===== src/rtl/square_pixel_gen.sv =====
// Pixel source for the VGA scanner: draws a square over a bordered background.
// The square bounces or follows buttons, moving once per frame during blanking.
module square_pixel_gen #(
  parameter int unsigned SQ_SIZE      = 32,
  parameter int unsigned STEP         = 2,
  parameter int unsigned H_ACTIVE     = 640,
  parameter int unsigned V_ACTIVE     = 480,
  parameter logic [11:0] FG_COLOR     = 12'hFFF,
  parameter logic [11:0] BG_COLOR     = 12'h000,
  parameter logic [11:0] BORDER_COLOR = 12'h00F
) (
  input  logic        clk,
  input  logic        rst,
  input  logic [9:0]  XCoord,
  input  logic [9:0]  YCoord,
  input  logic        mode,
  input  logic        pause,
  input  logic        btn_up,
  input  logic        btn_down,
  input  logic        btn_left,
  input  logic        btn_right,
  output logic [11:0] pixel_color,
  output logic        frame_tick,
  output logic [9:0]  sq_x,
  output logic [9:0]  sq_y
);

  localparam int unsigned CW    = 10;
  localparam int unsigned SW    = 11;
  localparam int unsigned X_MAX = H_ACTIVE - SQ_SIZE;
  localparam int unsigned Y_MAX = V_ACTIVE - SQ_SIZE;

  localparam logic signed [SW-1:0] STEP_S  = SW'(STEP);
  localparam logic signed [SW-1:0] X_MAX_S = SW'(X_MAX);
  localparam logic signed [SW-1:0] Y_MAX_S = SW'(Y_MAX);
  localparam logic signed [SW-1:0] ZERO_S  = SW'(0);

  // Returns {new_dir, new_pos}; reflects off 0 and lim.
  function automatic logic [CW:0] bounce_axis(input logic [CW-1:0] pos, input logic dir,
                                               input logic signed [SW-1:0] lim);
    logic signed [SW-1:0] nx;
    nx = dir ? ($signed({1'b0, pos}) + STEP_S) : ($signed({1'b0, pos}) - STEP_S);
    if (dir && (nx >= lim)) return {1'b0, lim[CW-1:0]};
    if (!dir && (nx <= ZERO_S)) return {1'b1, CW'(0)};
    return {dir, nx[CW-1:0]};
  endfunction

  // Opposing requests cancel; result is clamped to [0, lim].
  function automatic logic [CW-1:0] manual_axis(input logic [CW-1:0] pos, input logic inc,
                                                input logic dec, input logic signed [SW-1:0] lim);
    logic signed [SW-1:0] nx;
    nx = $signed({1'b0, pos});
    if (inc && !dec) nx = nx + STEP_S;
    else if (dec && !inc) nx = nx - STEP_S;
    if (nx < ZERO_S) return CW'(0);
    if (nx > lim) return lim[CW-1:0];
    return nx[CW-1:0];
  endfunction

  logic          f_prev;
  logic          dir_x, dir_y;
  logic          frame_c, tick_c;
  logic [CW-1:0] sq_x_nxt, sq_y_nxt;
  logic          dir_x_nxt, dir_y_nxt;
  logic [SW-1:0] x_end_c, y_end_c;
  logic          in_sq_c, offscreen_c, border_c;
  logic [11:0]   pix_c;

  // Frame boundary: first clock of column 0 on the first blanking row.
  assign frame_c = (XCoord == CW'(0)) && (YCoord == CW'(V_ACTIVE));
  assign tick_c  = frame_c && !f_prev;

  always_comb begin
    sq_x_nxt  = sq_x;
    sq_y_nxt  = sq_y;
    dir_x_nxt = dir_x;
    dir_y_nxt = dir_y;
    if (tick_c && !pause) begin
      if (mode) begin
        sq_x_nxt = manual_axis(sq_x, btn_right, btn_left, X_MAX_S);
        sq_y_nxt = manual_axis(sq_y, btn_down, btn_up, Y_MAX_S);
      end else begin
        {dir_x_nxt, sq_x_nxt} = bounce_axis(sq_x, dir_x, X_MAX_S);
        {dir_y_nxt, sq_y_nxt} = bounce_axis(sq_y, dir_y, Y_MAX_S);
      end
    end
  end

  assign x_end_c     = {1'b0, sq_x} + SW'(SQ_SIZE);
  assign y_end_c     = {1'b0, sq_y} + SW'(SQ_SIZE);
  assign offscreen_c = (XCoord >= CW'(H_ACTIVE)) || (YCoord >= CW'(V_ACTIVE));
  assign in_sq_c     = (XCoord >= sq_x) && ({1'b0, XCoord} < x_end_c) &&
                       (YCoord >= sq_y) && ({1'b0, YCoord} < y_end_c);
  assign border_c    = (XCoord == CW'(0)) || (XCoord == CW'(H_ACTIVE - 1)) ||
                       (YCoord == CW'(0)) || (YCoord == CW'(V_ACTIVE - 1));

  always_comb begin
    pix_c = BG_COLOR;
    if (offscreen_c)   pix_c = 12'h000;
    else if (in_sq_c)  pix_c = FG_COLOR;
    else if (border_c) pix_c = BORDER_COLOR;
  end

  always_ff @(posedge clk) begin
    if (rst) begin
      pixel_color <= 12'h000;
      frame_tick  <= 1'b0;
      f_prev      <= 1'b0;
      sq_x        <= CW'(X_MAX / 2);
      sq_y        <= CW'(Y_MAX / 2);
      dir_x       <= 1'b1;
      dir_y       <= 1'b1;
    end else begin
      pixel_color <= pix_c;
      frame_tick  <= tick_c;
      f_prev      <= frame_c;
      sq_x        <= sq_x_nxt;
      sq_y        <= sq_y_nxt;
      dir_x       <= dir_x_nxt;
      dir_y       <= dir_y_nxt;
    end
  end

endmodule


===== config.mk =====
export PLATFORM = sky130hd
export DESIGN_NAME = square_pixel_gen
export DESIGN_NICKNAME = d
export VERILOG_FILES = /design/src/rtl/square_pixel_gen.sv
export SDC_FILE = /design/constraint.sdc
export NUM_CORES = 1
export LEC_CHECK = 0
export ABC_CLOCK_PERIOD_IN_PS = 5800
export CAP_MARGIN = 5
export CORE_MARGIN = 3
export CORE_UTILIZATION = 55
export CTS_BUF_LIST = sky130_fd_sc_hd__clkbuf_16
export CTS_CLUSTER_DIAMETER = 30
export CTS_CLUSTER_SIZE = 8
export DETAILED_ROUTE_END_ITERATION = 10
export GPL_TIMING_DRIVEN = 0
export PLACE_DENSITY = 0.83
export SYNTH_ARGS = -nofsm -noshare
export SYNTH_HDL_FRONTEND = slang
export SYNTH_SLANG_ARGS = --single-unit

===== constraint.sdc =====
create_clock -name clk -period 5.8 [get_ports clk]
set_input_delay 0.87 -clock clk [delete_from_list [all_inputs] [get_ports clk]]
set_output_delay 0.87 -clock clk [all_outputs]
set_load 0.02 [all_outputs]

Word level (Yosys, flattened, before mapping)
Cells that the tools add are included.

word-level totals
  register bits = 36
  output and inout bits = 33

operators by class
  reductions and logical operators = 33
  magnitude comparators = 14
  multiplexer cells = 58
  add/subtract/negate cells = 6
  bitwise gates (word level) = 1
  equality and inequality tests = 3

operators with widths
  cell                                                                 number
  two-way mux 11 bit                                                   18
  two-way mux 10 bit                                                   10
  two-way mux 1 bit                                                    28
  adder 10 x 2 -> 11 bit, second input constant                        2
  adder 10 x 6 -> 11 bit, second input constant                        2
  <= comparator 11 x 1 -> 1 bit, second input constant                 2
  < comparator 10 x 11 -> 1 bit                                        2
  < comparator 11 x 1 -> 1 bit, second input constant                  2
  subtractor 10 x 2 -> 11 bit, second input constant                   2
  equality test 10 x 9 -> 1 bit, second input constant                 2
  greater-or-equal comparator 10 bit                                   2
  zero test 10 bit                                                     2
  logical AND 1 bit                                                    14
  two-way mux 12 bit                                                   1
  greater-or-equal comparator 11 x 10 -> 1 bit, second input constant  1
  greater-or-equal comparator 11 bit, second input constant            1
  > comparator 11 x 10 -> 1 bit, second input constant                 1
  > comparator 11 bit, second input constant                           1
  equality test 10 bit, second input constant                          1
  greater-or-equal comparator 10 bit, second input constant            1
  greater-or-equal comparator 10 x 9 -> 1 bit, second input constant   1
  zero test 1 bit                                                      8
  AND reduction 3 bit                                                  2
  logical OR 1 bit                                                     4
  4 further kinds                                                      5

Longest topological paths before layout
Gate-level depths: netlist (run 1).

  word-level depth = 16
  gate-level depth with buffers = 11
  depth with buffers taken out = 10

Worst setup path before layout (run 1)
No wires, ideal clock.

  path type = input to register
  start = in XCoord[7]
  end = reg dir_y
  data required time = 5,678 ps
  stages = 7
  path buffers = 0
  arrival = 2,996 ps
  library setup time = 122 ps
  slack = 2,682 ps
  path through = or4_1 nor4_1 nand4_1 nor3_2 nand2b_1 or3_1 a221o_1

on the way
  longest elaborated chain between the ends = 5

RTL lines
  element                               RTL line  RTL
  start, declared                       14        input logic [9:0] XCoord,
  zero test 10 bit                      70        assign frame_c = (XCoord == CW'(0)) && (YCoord == CW'(V_ACTIVE));
  logical AND 1 bit                     70
  logical AND 1 bit                     71        assign tick_c = frame_c && !f_prev;
  logical AND 1 bit                     78        if (tick_c && !pause) begin
  AND reduction 3 bit (no source line)  -
  end signal, assigned                  120       dir_y <= dir_y_nxt;
  end, declared                         61        logic dir_x, dir_y;

Every way passes these cells.
A chain may end at the register's enable or synchronous reset.

Worst setup path in the final report (run 1)
Same ends and word-level chain as after synthesis.

==> results of run 1 <==
-- cells in the mapped netlist (all sizes together), types with 13 or more instances --
cell,instances
nor2,22
ha,36
xnor2,31
nand4,13
nor3,20
dfxtp,24
o21ai,18
buf,22
nand3,13
inv,24
a21oi,23
nand2,17
-- per-stage QoR --
| step | util, % | setup WS, ns | instances |
|---|---|---|---|
| 2_1_floorplan | - | 2.682 | 444 |
| 3_3_place_gp | 70.76 | 1.583 | 574 |
| 3_5_place_dp | 70.76 | 1.606 | 574 |
| 4_1_cts | 72.08 | 1.861 | 577 |
| 5_1_grt | 72.08 | 1.605 | 577 |
| 6_report | 72.08 | 1.826 | 577 |
-- layout by cell type, fill, tap and decap left out, types with 10 or more instances in the layout --
master / n
buf_4: 12
xnor2_1: 30
dfxtp_1: 24
nand4_1: 13
clkdlybuf4s50_1: 58
a21oi_1: 23
o21ai_0: 14
nand2_1: 17
nor4_1: 10
clkbuf_1: 12
a22oi_1: 11
or3_1: 10
nand3_1: 13
nor2_1: 22
inv_1: 24
nor3_1: 19
ha_1: 36
a31oi_1: 10
-- sequential cells by signal, summed over array words and instances (netlist names) --
name	cells
sq_x	9
f_prev	1
pixel_color	2
dir_x	1
frame_tick	1
sq_y	9
dir_y	1
-- power groups by stage --
stage | Clock (mW) | Combinational, mW | Sequential (mW)
5_1_grt | 0.159 | 0.104 | 0.167
3_3_place_gp | 0 | 0.0898 | 0.170
6_report | 0.150 | 0.0945 | 0.167
2_1_floorplan | 0 | 0.0492 | 0.171
3_5_place_dp | 0 | 0.0921 | 0.170
4_1_cts | 0.151 | 0.0925 | 0.167
-- final cells by class --
type | count | area (um^2) | area share (%)
multi-input combinational | 361 | 2608 | 63.36
sequential | 24 | 480.5 | 11.68
clock buffer | 3 | 75.07 | 1.824
tap | 72 | 90.09 | 2.189
inverter | 25 | 93.84 | 2.280
buffer | 34 | 187.7 | 4.561
timing repair buffer | 58 | 580.6 | 14.11
-- final timing paths --
check        cells past startpoint                     to  slack [ns]            startpoint
min                              1  frame_tick$_SDFF_PP0_        0.50     f_prev$_SDFF_PP0_
min reg2reg                      1  frame_tick$_SDFF_PP0_        0.50     f_prev$_SDFF_PP0_
max reg2reg                     10   sq_y[1]$_SDFFE_PP0P_        2.46  sq_y[1]$_SDFFE_PP0P_
max                              8     dir_y$_SDFFE_PP1P_        1.83             XCoord[7]
-- metal layers --
metal / track usage, % / share of wire (%) / vias to the layer above / wire length, um
met5: 0 / 0 / - / 0
met4: 6.140 / 1.3 / 0 / 145
met3: 6.281 / 11 / 18 / 1174
met2: 46.70 / 44 / 211 / 4766
met1: 43.59 / 44 / 1756 / 4705
li1: - / - / 1819 / -
-- kinds of logic (layout without fill, tap and decap cells) --
kind of cell,Yosys count,count (layout),synth area share (%)
compound gates,127,127,26.73
xor+xnor,32,32,8.550
fa+ha+maj,36,36,13.38
buf+inv,59,120,8.364
flops,24,24,14.28
mux,3,3,0.8922
other cells,1,2,0.1114
simple gates,161,161,27.70
==> results.json, run 1 <==
{
  "fin_total_pwr_uw": 410.9,
  "period_share_pct": 68.52,
  "p_leak_nw": 1.530,
  "drt-initial-drc-count": 335,
  "internal_power_uw": 301.0,
  "fin_nets": 571,
  "fin_area_mm2": 0.004115,
  "io_pins": 61,
  "dp_hpwl_mm": 8.579,
  "finalSetupViolations": 0,
  "worstSetupEndpointType": "register",
  "insertion_delay_ns": 0.26,
  "yosysWarnings": 0,
  "ys_seq_area_share_pct": 14.28,
  "cts_tree": "yes",
  "slowest_stage": "nor3_2",
  "worst_path_dominant_cell_family": "simple AND/OR/NAND/NOR gates",
  "ys_ff_latch": 24,
  "slew_violations": 0,
  "yosysTopAreaCellShare_pct": 14.28,
  "clkPwrFrac_pct": 36.5,
  "via_per_inst": 6.593,
  "cts_resized": 0,
  "yosys-top-cells-area": "dfxtp_1 14%, ha_1 13%, xnor2_1 7.8%",
  "clockBufferDepth": 2,
  "finalHoldViolations": 0,
  "io_buffers": 58,
  "start_util_pct": 58.95,
  "drive_gt1_share_pct": 7.327,
  "tightest_slew_ns": 0.7630,
  "first_global_vias": 3541,
  "grt_start_max_net_pins": 13,
  "path_buf_inv": 1,
  "p_switching_uw": 109.9,
  "synth_top_cell_by_area": "dfxtp_1",
  "cp_cell_sequence": "clkdlybuf4s50_1, or4_1, nor4_1, nand4_1, nor3_2, nand2b_1, or3_1, a221o_1",
  "crit_path_max_incr_delay_ns": 0.64,
  "rows": 27,
  "crit_type": "input pin to register",
  "n_antenna_cell": 0,
  "die_w_um": 84.23,
  "wirelength_mm": 10.79,
  "period_needed_ns": 3.974,
  "cts.sinks": 24,
  "hold_class": "register to register",
  "vias": 3804,
  "netSwitchingFraction_pct": 26.74,
  "die_area_mm2": 0.007094,
  "cts_buffers": 3,
  "whs_ns": 0.4989,
  "grt_overflow_total": 0,
  "pwr_density_cell_mw_per_mm2": 99.86,
  "ys.flop_type": "dfxtp_1",
  "antenna_found_initial": 0,
  "tns_ns": 0,
  "post_cts_buffers": 0,
  "drcViolationCount": 0,
  "synth_cell_type_count": 73,
  "route.detailed.wl_per_inst_um": 18.70,
  "grt_pass1_wl_mm": 17.93,
  "fill_cells": 458,
  "cts_root_buf": "clkbuf_16",
  "cts_hold_buf": 0,
  "syn_area_mm2": 0.003366,
  "path_max_fanout": 10,
  "core_area_mm2": 0.005709,
  "skew_ns": 0.004582,
  "async_flop_share_pct": 0,
  "synth_cells": 443,
  "rsz0062_at_grt": "no",
  "irDropWorstVdd_v": 0.0001828,
  "placed_area_mm2": 0.004040,
  "startpoint_type": "input pin",
  "clock.fmax_mhz": 251.6,
  "synth_enable_flop_cells": 0,
  "syn_avg_cell_area_um2": 7.598,
  "grt_usage_pct": 30.31,
  "drtAntennaViolNets": 0,
  "comb_power_share_pct": 23.0,
  "area_growth_pct": 22.27,
  "dr.pass1.iters": 5,
  "worstPathArrival_ns": 4.11,
  "gp_congestion": 0.9725,
  "cts_htree_levels": 1,
  "cap_violations": 0,
  "max_slew_margin_pct": 48.86,
  "pwr-share-seq_pct": 40.5,
  "path_clk_slew_ns": 0.06,
  "cp_data_required_time_ns": 5.94,
  "die_y_um": 84.23,
  "status": "finished clean"
}
Power figures use the tool's default switching activity.
==> run 2: changes to the inputs <==
==> config.mk (replaced) <==
export PLATFORM = sky130hd
export DESIGN_NAME = square_pixel_gen
export DESIGN_NICKNAME = d
export VERILOG_FILES = /design/src/rtl/square_pixel_gen.sv
export SDC_FILE = /design/constraint.sdc
export NUM_CORES = 1
export LEC_CHECK = 0
export ABC_CLOCK_PERIOD_IN_PS = 3400
export CAP_MARGIN = 5
export CORE_MARGIN = 3
export CORE_UTILIZATION = 49
export CTS_BUF_LIST = sky130_fd_sc_hd__clkbuf_16
export CTS_CLUSTER_DIAMETER = 30
export CTS_CLUSTER_SIZE = 8
export DETAILED_ROUTE_END_ITERATION = 10
export GPL_TIMING_DRIVEN = 0
export PLACE_DENSITY = 0.78
export SYNTH_ARGS = -nofsm -noshare
export SYNTH_HDL_FRONTEND = slang
export SYNTH_SLANG_ARGS = --single-unit
==> constraint.sdc (replaced) <==
create_clock -name clk -period 3.4 [get_ports clk]
set_input_delay 0.51 -clock clk [delete_from_list [all_inputs] [get_ports clk]]
set_output_delay 0.51 -clock clk [all_outputs]
set_load 0.02 [all_outputs]
==> results.json, run 2 (synthesized netlist as in run 1, its figures left out) <==
{
  "insertion_delay_ns": 0.26,
  "hold_class": "register to register",
  "cp-startpoint": "XCoord[1]",
  "drt-initial-drc-count": 414,
  "startpoint_type": "input pin",
  "instances_no_fill": 584,
  "antenna_found_initial": 0,
  "die_w_um": 88.88,
  "finalHoldViolations": 0,
  "status": "finished clean",
  "first_global_vias": 3635,
  "cp_data_required_time_ns": 3.55,
  "start_util_pct": 51.82,
  "rows": 29,
  "gp_congestion": 0.9762,
  "final_common_cell": "clkdlybuf4s50_1",
  "grt_start_max_net_pins": 14,
  "area_growth_pct": 24.72,
  "met3_usage_pct": 3.166,
  "top_regs": "sq_x: 9 flops, sq_y: 9 flops, pixel_color: 2 flops",
  "finalSetupViolations": 0,
  "path_max_fanout": 10,
  "die_area_mm2": 0.007900,
  "pre_cts_slack_ns": -0.5530,
  "cp_cell_sequence": "clkdlybuf4s50_1, or4_1, nor4_4, nand4_1, buf_4, nor3_4, nand2b_1, or3_4, a221o_1",
  "drcViolationCount": 0,
  "via_per_inst": 6.615,
  "dp_cells": 579,
  "core_area_mm2": 0.006495,
  "crit_type": "input pin to register",
  "clockBufferDepth": 2,
  "grt_usage_pct": 28.64,
  "p_leak_nw": 1.545,
  "use_met1_pct": 37.22,
  "fill_cells": 585,
  "crit_path_max_incr_delay_ns": 0.60,
  "cts.sinks": 24,
  "dp_hpwl_mm": 8.651,
  "period_needed_ns": 3.281,
  "period_share_pct": 96.50,
  "hold-path-cell-count": 1,
  "grt_busiest_layer": "met2",
  "cts_hold_buf": 0,
  "dr.pass1.iters": 5,
  "final_cell_mix": "58 x clkdlybuf4s50_1, 36 x ha_1, 30 x xnor2_1, 24 x dfxtp_1",
  "cts_tree": "yes",
  "min-delay-start": "f_prev$_SDFF_PP0_",
  "reg2regPathDepth": 11,
  "wirelength_mm": 11.10,
  "reg2reg_slack_ns": 0.19,
  "finalWorstSetupSlack_ns": 0.1190,
  "clock.fmax_mhz": 304.8,
  "worstPathArrival_ns": 3.43,
  "slew_violations": 0,
  "cts_root_buf": "clkbuf_16",
  "slowest_stage": "or4_1",
  "grt_overflow_total": 0,
  "drtAntennaViolNets": 0,
  "vias": 3863,
  "path_clk_slew_ns": 0.07,
  "fin_total_pwr_uw": 713.8,
  "worstSetupEndpointType": "register",
  "grt_use_met2_pct": 47.30,
  "cts_buffers": 3,
  "tightest_slew_ns": 0.7006,
  "io_buffers": 58,
  "route.detailed.wl_per_inst_um": 19.00,
  "n_antenna_cell": 0,
  "skew_ns": 0.002150,
  "grt_pass1_wl_mm": 17.75,
  "fin_nets": 572,
  "die_y_um": 88.88,
  "regToRegStartpoint": "sq_x[5]$_SDFFE_PP1P_",
  "pwr_density_cell_mw_per_mm2": 170.0,
  "max_slew_margin_pct": 52.86,
  "irDropWorstVdd_v": 0.0002484,
  "drive_gt1_share_pct": 8.481,
  "cap_violations": 0,
  "cts_htree_levels": 1,
  "io_pins": 61
}
run 2: worst max-delay path, delay by kind of cell:
kind	cells	cell delay [ns]
AO/OA/AOI/OAI	1	0.30
buffers and inverters	2	0.63
AND/OR/NAND/NOR	6	1.99
run 2: report_power, final:
part | total (mW) | internal (mW) | switching [mW]
clock | 0.268 | 0.158 | 0.110
sequential | 0.284 | 0.282 | 0.00159
combinational | 0.162 | 0.0770 | 0.0853
total | 0.714 | 0.517 | 0.197
run 2: worst paths after layout:
kind / end
worst max-delay path: dir_y$_SDFFE_PP1P_
worst max register to register: sq_x[7]$_SDFFE_PP0P_
worst min register to register: frame_tick$_SDFF_PP0_
worst min-delay path: frame_tick$_SDFF_PP0_
run 2: routing by layer:
layer	part of all wire [%]	vias up
met5	0	-
met4	3.4	0
met3	5.9	32
met2	47	181
met1	44	1831
li1	-	1819
run 2: cell type report:
type                            count  area, um^2  share of cell area (%)
Clock buffer                        3       75.07                   1.788
Multi-Input combinational cell    361        2660                   63.37
Clock inverter                      1       3.754                 0.08942
Inverter                           25       97.59                   2.325
Sequential cell                    24       480.5                   11.45
Tap cell                           77       96.34                   2.295
Buffer                             33       188.9                   4.501
Timing Repair Buffer               60       595.6                   14.19
run 2: per-stage QoR:
stage / TNS (ns) / utilization [%] / area [um^2] / hold WS, ns
final: 0 / 64.63 / 4198 / 0.5070
after global routing: -0.01592 / 64.63 / 4198 / 0.5260
after detailed placement: -5.355 / 62.30 / 4046 / 0.4630
after global placement: -5.076 / 62.30 / 4046 / 0.4501
after CTS: 0 / 63.80 / 4144 / 0.5141
after floorplan: 0 / - / 3369 / 0.4401
run 2: what timing repair did:
action | 4_1_cts | 5_1_grt
pin swaps | 0 | 2
resized for setup | 3 | 7
buffers inserted | 0 | 2
setup endpoints to repair | 6 | 17
